$ cat config.mk
export PLATFORM = sky130hd
export DESIGN_NAME = huffman_encoder
export DESIGN_NICKNAME = d
export VERILOG_FILES = /design/src/rtl/huffman_encoder.sv
export SDC_FILE = /design/constraint.sdc
export NUM_CORES = 2
export LEC_CHECK = 0
export BUFFER_PORTS_ARGS = -buffer_cell sky130_fd_sc_hd__buf_2
export CAP_MARGIN = 0
export CORE_MARGIN = 5
export CORE_UTILIZATION = 49
export DETAILED_ROUTE_END_ITERATION = 10
export PLACE_DENSITY = 0.67
export SYNTH_ARGS = -nofsm -noshare
export SYNTH_HDL_FRONTEND = slang
export SYNTH_SLANG_ARGS = --single-unit
$ cat constraint.sdc
create_clock -name clk -period 35.4 [get_ports clk]
set_input_delay 3.54 -clock clk [delete_from_list [all_inputs] [get_ports clk]]
set_output_delay 3.54 -clock clk [all_outputs]
set_load 0.02 [all_outputs]
$ cat src/rtl/huffman_encoder.sv
// Static Huffman coder for a short parallel byte string: counts symbols,
// builds the tree one merge per cycle, then emits right-aligned codewords.
module huffman_encoder #(
  parameter int MAX_STRING_LENGTH = 10,
  parameter int MAX_CHAR_COUNT    = 5
) (
  input  logic                                          clk,
  input  logic                                          reset,
  input  logic [0:MAX_STRING_LENGTH-1][7:0]             data_in,
  input  logic                                          data_en,
  output logic [MAX_CHAR_COUNT-1:0][MAX_CHAR_COUNT-1:0] encoded_value,
  output logic [MAX_CHAR_COUNT-1:0][MAX_CHAR_COUNT-1:0] encoded_mask,
  output logic [MAX_CHAR_COUNT-1:0][7:0]                character,
  output logic                                          done
);

  localparam int MSL   = MAX_STRING_LENGTH;
  localparam int MCC   = MAX_CHAR_COUNT;
  localparam int NODES = 2 * MCC - 1;
  localparam int NW    = $clog2(NODES + 1);
  localparam int WW    = $clog2(MSL + 1);
  localparam int SW    = (MSL > 1) ? $clog2(MSL) : 1;
  localparam int UW    = $clog2(MCC + 1);
  localparam int LW    = $clog2(MCC + 1);

  typedef enum logic [2:0] {
    S_IDLE, S_LOAD, S_COUNT, S_BUILD, S_ENCODE, S_DONE
  } state_t;

  state_t                    state_q, state_d;
  logic [0:MSL-1][7:0]       data_q, data_d;
  logic [SW-1:0]             slot_q, slot_d;
  logic [UW-1:0]             uniq_q, uniq_d;
  logic [NW-1:0]             node_cnt_q, node_cnt_d;
  logic [MCC-1:0][7:0]       char_q, char_d;
  logic [WW-1:0]             weight_q [NODES];
  logic [WW-1:0]             weight_d [NODES];
  logic [NW-1:0]             parent_q [NODES];
  logic [NW-1:0]             parent_d [NODES];
  logic [NODES-1:0]          side_q, side_d;
  logic [NODES-1:0]          active_q, active_d;
  logic [MCC-1:0][MCC-1:0]   value_q, value_d;
  logic [MCC-1:0][MCC-1:0]   mask_q, mask_d;
  logic [MCC-1:0][7:0]       char_out_q, char_out_d;
  logic                      done_q, done_d;

  logic [7:0]                cur_byte;
  logic                      hit;
  logic [UW-1:0]             hit_idx;
  logic [NW-1:0]             pick_a, pick_b;
  logic [WW-1:0]             w_a, w_b;
  logic                      found_a, found_b;
  logic [NW-1:0]             root_idx;
  logic [MCC-1:0][MCC-1:0]   enc_value, enc_mask;

  // Root of a U-leaf tree is always the last internal node, index 2U-2.
  assign root_idx = NW'(uniq_q) + NW'(uniq_q) - NW'(2);

  always_comb begin
    cur_byte = data_q[slot_q];
    hit      = 1'b0;
    hit_idx  = '0;
    for (int i = 0; i < MCC; i++) begin
      if (UW'(i) < uniq_q && char_q[i] == cur_byte) begin
        hit     = 1'b1;
        hit_idx = UW'(i);
      end
    end
  end

  // Strict '<' scanning upward keeps ties on the lower node index.
  always_comb begin
    found_a = 1'b0;
    pick_a  = '0;
    w_a     = '0;
    for (int i = 0; i < NODES; i++) begin
      if (active_q[i] && (!found_a || weight_q[i] < w_a)) begin
        found_a = 1'b1;
        pick_a  = NW'(i);
        w_a     = weight_q[i];
      end
    end
    found_b = 1'b0;
    pick_b  = '0;
    w_b     = '0;
    for (int i = 0; i < NODES; i++) begin
      if (active_q[i] && NW'(i) != pick_a && (!found_b || weight_q[i] < w_b)) begin
        found_b = 1'b1;
        pick_b  = NW'(i);
        w_b     = weight_q[i];
      end
    end
  end

  // Walking leaf-to-root yields the codeword LSB first, so it lands right-aligned.
  always_comb begin
    logic [NW-1:0] node;
    logic [LW-1:0] len;
    enc_value = '0;
    enc_mask  = '0;
    for (int l = 0; l < MCC; l++) begin
      node = NW'(l);
      len  = '0;
      for (int s = 0; s < MCC; s++) begin
        if (node != root_idx) begin
          enc_value[l][len] = side_q[node];
          enc_mask[l][len]  = 1'b1;
          len               = len + LW'(1);
          node              = parent_q[node];
        end
      end
      if (UW'(l) >= uniq_q) begin
        enc_value[l] = '0;
        enc_mask[l]  = '0;
      end
    end
  end

  always_comb begin
    // NOTE: every _d starts as its _q so no path through this block infers a latch.
    state_d    = state_q;
    data_d     = data_q;
    slot_d     = slot_q;
    uniq_d     = uniq_q;
    node_cnt_d = node_cnt_q;
    char_d     = char_q;
    weight_d   = weight_q;
    parent_d   = parent_q;
    side_d     = side_q;
    active_d   = active_q;
    value_d    = value_q;
    mask_d     = mask_q;
    char_out_d = char_out_q;
    done_d     = done_q;

    unique case (state_q)
      S_IDLE: begin
        if (data_en) begin
          data_d  = data_in;
          slot_d  = '0;
          state_d = S_LOAD;
        end
      end
      S_LOAD, S_COUNT: begin
        if (cur_byte != 8'h00) begin
          if (hit) begin
            weight_d[NW'(hit_idx)] = weight_q[NW'(hit_idx)] + WW'(1);
          end else if (uniq_q < UW'(MCC)) begin
            char_d[uniq_q]         = cur_byte;
            weight_d[NW'(uniq_q)]  = WW'(1);
            active_d[NW'(uniq_q)]  = 1'b1;
            uniq_d                 = uniq_q + UW'(1);
          end
        end
        slot_d  = slot_q + SW'(1);
        state_d = S_COUNT;
        if (slot_q == SW'(MSL - 1)) begin
          node_cnt_d = NW'(uniq_d);
          if (uniq_d == '0) begin
            state_d = S_DONE;
            done_d  = 1'b1;
          end else if (uniq_d == UW'(1)) begin
            state_d = S_ENCODE;
          end else begin
            state_d = S_BUILD;
          end
        end
      end
      S_BUILD: begin
        weight_d[node_cnt_q] = w_a + w_b;
        parent_d[pick_a]     = node_cnt_q;
        parent_d[pick_b]     = node_cnt_q;
        side_d[pick_a]       = 1'b0;
        side_d[pick_b]       = 1'b1;
        active_d[pick_a]     = 1'b0;
        active_d[pick_b]     = 1'b0;
        active_d[node_cnt_q] = 1'b1;
        node_cnt_d           = node_cnt_q + NW'(1);
        if (node_cnt_q == root_idx) state_d = S_ENCODE;
      end
      S_ENCODE: begin
        value_d    = enc_value;
        mask_d     = enc_mask;
        char_out_d = char_q;
        done_d     = 1'b1;
        state_d    = S_DONE;
      end
      S_DONE: ;
      default: state_d = S_IDLE;
    endcase
  end

  always_ff @(posedge clk or posedge reset) begin
    if (reset) begin
      state_q    <= S_IDLE;
      data_q     <= '0;
      slot_q     <= '0;
      uniq_q     <= '0;
      node_cnt_q <= '0;
      char_q     <= '0;
      side_q     <= '0;
      active_q   <= '0;
      value_q    <= '0;
      mask_q     <= '0;
      char_out_q <= '0;
      done_q     <= 1'b0;
      // NOTE: the node tables are tiny and must read as a clean tree after reset,
      // so they are flops with reset rather than RAM.
      for (int i = 0; i < NODES; i++) begin
        weight_q[i] <= '0;
        parent_q[i] <= '0;
      end
    end else begin
      // NOTE: non-blocking so every register samples the pre-edge _d values.
      state_q    <= state_d;
      data_q     <= data_d;
      slot_q     <= slot_d;
      uniq_q     <= uniq_d;
      node_cnt_q <= node_cnt_d;
      char_q     <= char_d;
      side_q     <= side_d;
      active_q   <= active_d;
      value_q    <= value_d;
      mask_q     <= mask_d;
      char_out_q <= char_out_d;
      done_q     <= done_d;
      for (int i = 0; i < NODES; i++) begin
        weight_q[i] <= weight_d[i];
        parent_q[i] <= parent_d[i];
      end
    end
  end

  assign encoded_value = value_q;
  assign encoded_mask  = mask_q;
  assign character     = char_out_q;
  assign done          = done_q;

endmodule

==> impl_results.md <==
* Grt met3 use at 0.05544
* Buffers on Ports at 173
* Worst r2r path cells at 129
* Place WS at 5052 ps
* Req. time, crit path at 35,850 ps
* Clk_skew at 24.94 ps
* Yosys warnings at 0
* Hold_buf cts at 0
* CTS tree: built
* Syn_area_per_cell at 8.569 um2
* Top FF cell, synth: dfrtp_1
* Final Hold Fails at 0
* Synth Instances at 3,185
* Setup_tns at 0 ps
* Number of antenna violations at the first check in global routing at 6
* Routed WL at 96,940 um
* Nets at 3,396
* Pwr per Cell Area at 25.41 nW/um2
* Die Wd at 246.0 um
* CTS Root Cell: clkbuf_16
* R2R Path Start: active_q[0]$_DFFE_PP0P_
* CP Launch Type: flip-flop
* Post-Syn Nets at 3,351
* Crit path max-delay family: compound AO/OA/AOI/OAI gates
* Max stage delay on crit path at 810 ps
* R2R Path End: weight_q[31]$_DFFE_PP0P_
* Asr flop ratio synth at 1.000
* Flop2flop setup slack at 4520 ps
* Synth Cell Area at 27,290 um2
* Crit path max fanout at 22
* H-tree depth at 2
* Post-Layout Cell Count at 4,011
* RSZ-0062 raised after global routing: false
* Die Ht at 246.0 um
* Flops & latches, synth at 315
* Post-DP HPWL at 67,460 um
* Hold path startpoint: encoded_mask[5]$_DFFE_PP0N_
* CP bufs+invs at 11
* Clock sinks at 315
* Antenna Nets Post-Route at 0
* Vias in the first global route at 25,577
* Pin count of the biggest net entering global routing at 106
* Max-slew violation count at 0
* Slew @ Worst Pin at 1149 ps
* Tot Pwr at 763.5 uW
* Post-layout util at 0.5454
* CTS resizes at 0
* Die area at 60,520 um2
* Worst Hold Class: flip-flop to flip-flop
* Total number of vias at 26,017
* First-pass GRT wire length at 150,000 um
* Synth cell types at 105
* Area grow syn2layout at 10.09%
* Kind of critical path: flip-flop to flip-flop
* WHS Path Cells at 2
* Initial core utilization at 0.4954
* Seq/Total Area, Yosys at 0.2888
* Worst Path Arrival at 31,330 ps
* Initial DRC Count at 2,633
* Status: finished clean
* Period utilization at 0.8724
* Leakage power figure at 13.58 nW
* Min Hold Slack at 473.2 ps
* # setup viols final at 0
* Slew margin rel. at 0.2139
* Via density at 6.486
* Worst skew pair latency at 580 ps
* Fill count at 5,047
* FMAX at 0.03238 GHz
* CP startpoint: active_q[0]$_DFFE_PP0P_
* Core Area at 55,090 um2
* RD Place Congestion at 0.9937
* Worst hold endpoint: encoded_mask[5]$_DFFE_PP0N_
* Total grt overflow at 0
* Placed cell area at 28,800 um2
* Commonest cells after routing, fill and taps aside: nand2_1, dfrtp_1, mux2_2, o21ai_0, nor2_1
* Row Count at 86
* Minimum clock period at 30,880 ps
* Crit-path slowest cell: dfrtp_1
* Post-synth EDFFs at 0
* Fin area at 30,050 um2
* GR Util met1 at 0.3930
* Most common cell after layout, fill and taps aside: nand2_1
* Maximum VDD drop at 0.00003447 V
* Final WS setup at 4516 ps
* Setup Fix Bufs, Post-CTS at 0
* CTS Buf Count at 37
* DRC at 0
* Pre-Repair DR Iteration Count at 7
* I/O pin total at 174
* MaxCap Viol Count at 0
* Avg WL per Cell at 24.17 um
* Placed insts at 3,939
* Most used cell, CP: ha_1
* Worst setup EP type: flip-flop
* Gr usage total at 0.3107
* Share of layout cells above drive strength 1 at 0.2041
* Max Root-Sink Buffers at 3
* Levels on crit path at 129
* Met2 GRT Util at 0.5155
* Clock slew at reported path FFs at 60 ps
* Most Used Layer, Global Route: met2
## cells in the mapped netlist (all sizes together), types with 17 or more instances
cell    count  area (um2)
xor2       29       254.0
o21ai     240        1220
a22o       23       201.4
a211oi     39       310.3
xnor2      77       681.9
buf        63       301.5
o31ai      28       215.2
nor3       48       240.2
nor4       17       127.6
nor2b      19       118.9
a21o       29       217.7
clkbuf    194       728.2
inv        93       349.1
o211ai     36       275.3
o22ai      29       181.4
dfrtp     315        7883
nand4      17       106.4
o21a       17       127.6
mux4       61        1374
a21oi     202        1018
mux2      230        2590
nand2b     36       225.2
nand3      75       375.4
mux2i     211        2125
a31oi      48       300.3
ha         77       963.4
and2       29       181.4
nand2     449        1685
and3       26       162.7
nor2      214       803.3
## per-layer routing
metal  part of all wire  vias to the layer above
met5           0.000072                        -
met4              0.057                        2
met2               0.47                     1327
li1                   -                    11679
met1               0.39                    12617
met3              0.083                      392
## worst reg2reg max path: cells and delay by family (launching register included)
kind | cells | cell delay [ps]
compound gates | 64 | 15480
fa+ha+maj | 17 | 5130
mux | 9 | 3450
buf+inv | 11 | 1020
simple gates | 28 | 4890
flops | 1 | 810
## cell families after synthesis
| group | count (synthesis) | share of synthesized area |
|---|---|---|
| adder cells (fa/ha/maj) | 84 | 0.04007 |
| buffers and inverters | 356 | 0.05134 |
| AND/OR/NAND/NOR | 989 | 0.1641 |
| XOR/XNOR | 106 | 0.03429 |
| multiplexers | 502 | 0.2231 |
| AO/OA/AOI/OAI | 833 | 0.1983 |
| flip-flops | 315 | 0.2888 |
## report_power, final
group	switching (mW)	internal [mW]
clock	0.165	0.226
combinational	0.00869	0.00345
sequential	0	0.360
total	0.174	0.590
## layout make-up
cell class                      instances  area [um2]  share of cell area
Antenna cell                            5       12.51           0.0004164
Clock buffer                           54        1060             0.03527
Clock inverter                         13       176.4            0.005871
Inverter                               99       379.1             0.01262
Multi-Input combinational cell       2514       18060              0.6010
Sequential cell                       315        7884              0.2624
Tap cell                              748       935.9             0.03115
Timing Repair Buffer                  263        1541             0.05130
## worst max path at each step
stage	to	slack [ps]
floorplan	weight_q[19]$_DFFE_PP0P_	10340
global placement	weight_q[19]$_DFFE_PP0P_	6230
detailed placement	weight_q[31]$_DFFE_PP0P_	5050
CTS	weight_q[31]$_DFFE_PP0P_	4860
global route	weight_q[19]$_DFFE_PP0P_	1930
finish	weight_q[31]$_DFFE_PP0P_	4520
## sequential cells by signal (all words and copies together) (netlist names)
name / count
active_q: 9
char_q: 40
character: 40
data_q: 80
done: 1
encoded_mask: 25
encoded_value: 25
node_cnt_q: 4
parent_q: 36
side_q: 9
slot_q: 4
state_q: 3
uniq_q: 3
weight_q: 36
Power figures use the tool's default switching activity.
